$ cat config.mk
export PLATFORM = sky130hd
export DESIGN_NAME = remote_comm
export DESIGN_NICKNAME = d
export VERILOG_FILES = /design/src/rtl/remote_comm.sv
export SDC_FILE = /design/constraint.sdc
export NUM_CORES = 1
export LEC_CHECK = 0
export ABC_CLOCK_PERIOD_IN_PS = 2700
export BUFFER_PORTS_ARGS = -buffer_cell sky130_fd_sc_hd__buf_2
export CAP_MARGIN = 10
export CORE_MARGIN = 2
export CORE_UTILIZATION = 35
export DETAILED_ROUTE_END_ITERATION = 12
export PLACE_DENSITY = 0.56
export SLEW_MARGIN = 15
export SYNTH_ARGS = -nofsm -noshare
export SYNTH_HDL_FRONTEND = slang
export SYNTH_SLANG_ARGS = --single-unit
$ cat constraint.sdc
create_clock -name clk -period 2.7 [get_ports clk]
set_clock_uncertainty 0.1 [all_clocks]
set_input_delay 0.27 -clock clk [delete_from_list [all_inputs] [get_ports clk]]
set_output_delay 0.27 -clock clk [all_outputs]
set_load 0.01 [all_outputs]
$ cat src/rtl/remote_comm.sv
// UART 8N1 link to the robot: sends a 16-bit command as two bytes (high first), receives 8-bit responses.
// TX starts the cycle after snd_cmd; resp/resp_rdy update one clock after the stop-bit sample; no backpressure.
module remote_comm #(
  parameter int BAUD_DIV = 434
) (
  input  logic        clk,
  input  logic        rst_n,
  input  logic        RX,
  output logic        TX,
  input  logic [15:0] cmd,
  input  logic        snd_cmd,
  output logic        cmd_snt,
  output logic        resp_rdy,
  output logic [7:0]  resp
);

  localparam int BW = (BAUD_DIV > 2) ? $clog2(BAUD_DIV) : 2;
  localparam logic [BW-1:0] BAUD_LAST = BW'(BAUD_DIV - 1);
  localparam logic [BW-1:0] HALF_LAST = BW'(BAUD_DIV / 2 - 1);

  typedef enum logic [1:0] {IDLE, SEND_HIGH, SEND_LOW} tx_state_t;
  typedef enum logic [1:0] {RX_IDLE, RX_BUSY, RX_DONE} rx_state_t;

  // ---------------- transmitter ----------------
  tx_state_t     tx_state;
  logic [15:0]   cmd_reg;
  logic [3:0]    tx_bit;
  logic [BW-1:0] tx_baud;
  logic [9:0]    tx_frame;
  logic [3:0]    tx_bit_nxt;

  always_comb begin
    tx_frame   = (tx_state == SEND_HIGH) ? {1'b1, cmd_reg[15:8], 1'b0}
                                         : {1'b1, cmd_reg[7:0], 1'b0};
    tx_bit_nxt = tx_bit + 4'd1;
  end

  always_ff @(posedge clk) begin
    if (rst_n) begin
      tx_state <= IDLE;
      TX       <= 1'b1;
      cmd_snt  <= 1'b0;
      cmd_reg  <= 16'h0000;
      tx_bit   <= 4'd0;
      tx_baud  <= '0;
    end else begin
      case (tx_state)
        IDLE: begin
          if (snd_cmd) begin
            cmd_reg  <= cmd;
            cmd_snt  <= 1'b0;
            TX       <= 1'b0;
            tx_state <= SEND_HIGH;
            tx_bit   <= 4'd0;
            tx_baud  <= '0;
          end
        end
        default: begin
          if (tx_baud == BAUD_LAST) begin
            tx_baud <= '0;
            if (tx_bit == 4'd9) begin
              tx_bit <= 4'd0;
              // Low byte's start bit follows the high byte's stop bit with no idle gap.
              if (tx_state == SEND_HIGH) begin
                tx_state <= SEND_LOW;
                TX       <= 1'b0;
              end else begin
                tx_state <= IDLE;
                TX       <= 1'b1;
                cmd_snt  <= 1'b1;
              end
            end else begin
              tx_bit <= tx_bit_nxt;
              TX     <= tx_frame[tx_bit_nxt];
            end
          end else begin
            tx_baud <= tx_baud + 1'b1;
          end
        end
      endcase
    end
  end

  // ---------------- receiver ----------------
  rx_state_t     rx_state;
  logic          rx_s1, rx_s2, rx_prev;
  logic [3:0]    rx_bit;
  logic [BW-1:0] rx_baud;
  logic [BW-1:0] rx_limit;
  logic [7:0]    rx_shift;

  always_comb begin
    rx_limit = (rx_bit == 4'd0) ? HALF_LAST : BAUD_LAST;
  end

  always_ff @(posedge clk) begin
    if (rst_n) begin
      rx_s1    <= 1'b1;
      rx_s2    <= 1'b1;
      rx_prev  <= 1'b1;
      rx_state <= RX_IDLE;
      rx_bit   <= 4'd0;
      rx_baud  <= '0;
      rx_shift <= 8'h00;
      resp     <= 8'h00;
      resp_rdy <= 1'b0;
    end else begin
      rx_s1   <= RX;
      rx_s2   <= rx_s1;
      rx_prev <= rx_s2;
      case (rx_state)
        RX_IDLE: begin
          if (rx_prev && !rx_s2) begin
            rx_state <= RX_BUSY;
            resp_rdy <= 1'b0;
            rx_bit   <= 4'd0;
            rx_baud  <= '0;
          end
        end
        RX_BUSY: begin
          if (rx_baud == rx_limit) begin
            rx_baud <= '0;
            // Only the eight data samples are kept; start and stop values are ignored.
            if (rx_bit >= 4'd1 && rx_bit <= 4'd8)
              rx_shift <= {rx_s2, rx_shift[7:1]};
            if (rx_bit == 4'd9) begin
              rx_bit   <= 4'd0;
              rx_state <= RX_DONE;
            end else begin
              rx_bit <= rx_bit + 4'd1;
            end
          end else begin
            rx_baud <= rx_baud + 1'b1;
          end
        end
        default: begin
          resp     <= rx_shift;
          resp_rdy <= 1'b1;
          rx_state <= RX_IDLE;
        end
      endcase
    end
  end

endmodule

==> impl_metrics.py <==
metrics = {
    "run_status": {
        "status": "complete, no violations",
    },
    "timing": {
        "slew-limit-headroom": 0.495,
        "period_share": 0.765,
        "max_slew.worst_pin.slew_ns": 0.758,
        "setup_tns_ns": 0,
        "rsz0062_at_grt": "no",
        "drv_slew": 0,
        "hold_viol_final": 0,
        "final.min_clock_period_ns": 2.07,
        "setup_viol": 0,
        "fmax_ghz": 0.484,
    },
    "power": {
        "p_comb_frac": 0.081,
        "p_sw_frac": 0.251,
        "p_per_area_nw_per_um2": 571,
        "p_sw_w": 0.000516,
        "leakage_nw": 1.36,
        "p_seq_frac": 0.510,
        "ir_drop_uv": 331,
        "clock_power_share": 0.409,
        "p_int_w": 0.00154,
    },
    "die": {
        "rows": 34,
        "die_w_um": 99.1,
        "die_h_um": 99.1,
        "initial_utilization": 0.361,
        "core_um2": 8760,
        "ios": 31,
        "die_area_um2": 9820,
    },
    "clocking": {
        "clk_path_buf_depth": 2,
        "worstSkewPairLatency_ns": 0.34,
        "post_cts_buffers": 0,
        "tritoncts": "yes",
        "clkSinkCount": 68,
        "cts_buffers": 9,
        "clkTransAtPathRegs_ns": 0.07,
        "h-tree-depth": 3,
        "cts-root-buf": "clkbuf_8",
    },
    "layout": {
        "drive_gt1_frac": 0.192,
        "syn_to_final_growth_pct": 14.0,
        "register_area_um2": 1360,
        "largest_reg_flops": 16,
        "final_cell_area_um2": 3610,
        "fin_nets": 411,
        "multi_input_area_um2": 1690,
        "finish.utilization": 0.412,
        "diodes": 0,
        "fillCellCount": 890,
    },
    "detailed_routing": {
        "ant_nets": 0,
        "wl_per_cell_um": 12.7,
        "drc": 0,
        "wl_um": 6350,
        "drt_iter0_drc": 121,
        "avgViaCountPerCell": 5.18,
        "drt_pass1_iterations": 4,
        "routed-via-count": 2586,
    },
    "critical_path": {
        "worstPathRequired_ns": 2.82,
        "cp-start-kind": "flop",
        "crit_fanout": 8,
        "arrival_ns": 2.18,
        "r2r_slack_ns": 0.63,
        "end_kind": "flop",
        "critPathKind": "flop to flop",
    },
    "synthesis": {
        "yosysMostFrequentCell": "dfxtp_1",
        "syn_area_um2": 3170,
        "yosysUniqueCellTypes": 62,
        "ys_async_sr_fraction": 0,
        "syn-num-nets": 384,
        "ys_top_cells_by_area": "dfxtp_1, a21oi_1, nand2_1, mux2i_1, nor2_1",
        "ys.flop_type": "dfxtp_1",
        "synth_top_area_share": 0.430,
        "yosysWarningCount": 0,
        "synth_edf_count": 0,
        "synth_cells": 359,
        "synth_top_cell_by_area": "dfxtp_1",
        "ys_ff_latch": 68,
        "synth_commonest_cells": "dfxtp_1, nand2_1, a21oi_1",
        "seq_area_frac_synth": 0.430,
        "syn_avg_cell_area_um2": 8.82,
    },
    "global_routing": {
        "grt_start_max_net_pins": 43,
        "grt_antenna_before_repair": 0,
        "grt_pass1_wl_um": 11000,
        "grt_pass1_vias": 2335,
        "grt_overflow": 0,
        "grt.total_usage": 0.138,
    },
    "placed_design": {
        "dpl.hpwl_um": 4390,
        "port_buffers": 30,
        "place_area_um2": 3400,
        "routabilityCongestion": 0.793,
    },
    "run": {
        "cap_violations": 0,
    },
    "hold_path": {
        "hp-class": "input pin to flop",
    },
}
final cells by class:
type | count | share of cell area
tap | 108 | 0.0374
timing repair buffer | 36 | 0.0548
sequential | 68 | 0.377
clock buffer | 10 | 0.0381
inverter | 6 | 0.00624
clock inverter | 6 | 0.0177
multi-input combinational | 265 | 0.469
worst paths after layout:
path	start	to	cells after the start
worst max-delay path	tx_state[1]	TX	5
worst min-delay path	cmd[12]	cmd_reg[12]	3
worst max register to register	tx_state[1]	TX	5
worst min register to register	rx_s1	rx_s2	1
what timing repair did:
item / 4_1_cts / 5_1_grt
hold buffers: 1 / 0
hold endpoints to repair: 1 / 0
resized for setup: 0 / 0
per-layer routing:
layer,vias up,share of wire,global-route usage
li1,1336,-,-
met1,1218,0.50,0.189
met2,30,0.47,0.206
met3,2,0.028,0.0337
met4,0,0.0057,0.0601
met5,-,0,0
cell families after synthesis:
| logic type | share of synthesized area |
|---|---|
| and+or+nand+nor | 0.253 |
| AOI/OAI and AO/OA | 0.170 |
| DFF | 0.430 |
| buffers and inverters | 0.0356 |
| muxes | 0.0751 |
| xor gates and xnor gates | 0.0166 |
| adders and majority gates | 0.0198 |
power by group through the flow:
stage | Sequential [W] | Combinational, W | Clock [W]
2_1_floorplan | 0.00107 | 0.000121 | 0
5_1_grt | 0.00106 | 0.000189 | 0.000919
3_5_place_dp | 0.00108 | 0.000167 | 0
4_1_cts | 0.00105 | 0.000169 | 0.000877
6_report | 0.00105 | 0.000167 | 0.000842
3_3_place_gp | 0.00107 | 0.000166 | 0
critical path: stages (launching register included):
cell,delay (ns)
dfxtp_1,0.44
nand2b_1,0.39
mux4_2,0.55
nor2b_1,0.14
a211oi_1,0.20
o21ai_0,0.12
through the flow:
stage	cells	hold WS [ns]	total power, W	worst slack, ns
final	499	0.0657	0.00206	0.633
after global routing	499	0.0517	0.00216	0.477
after CTS	499	0.0465	0.00210	0.620
after detailed placement	482	0.297	0.00124	0.615
after global placement	482	0.300	0.00124	0.646
after floorplan	359	0.274	0.00119	0.765
layout by cell type (no fill, tap or decap), drive strengths merged, types with 2 or more instances in the layout:
cell type	n
buf	35
inv	6
a21oi	37
a32o	4
nand3	7
o21ai	13
nand3b	3
nor3	13
nor2b	3
clkinv	3
mux2i	17
nand2	50
and4bb	3
o31ai	3
a41oi	2
dfxtp	68
clkinvlp	2
xor2	5
ha	5
a221oi	2
and3	7
o22ai	2
clkbuf	10
nand4	2
a311oi	3
mux4	3
o41ai	2
a31oi	4
nor3b	5
or2	5
nor2	36
or3	2
or4	2
nand2b	8
(Power assumes the default switching activity.)
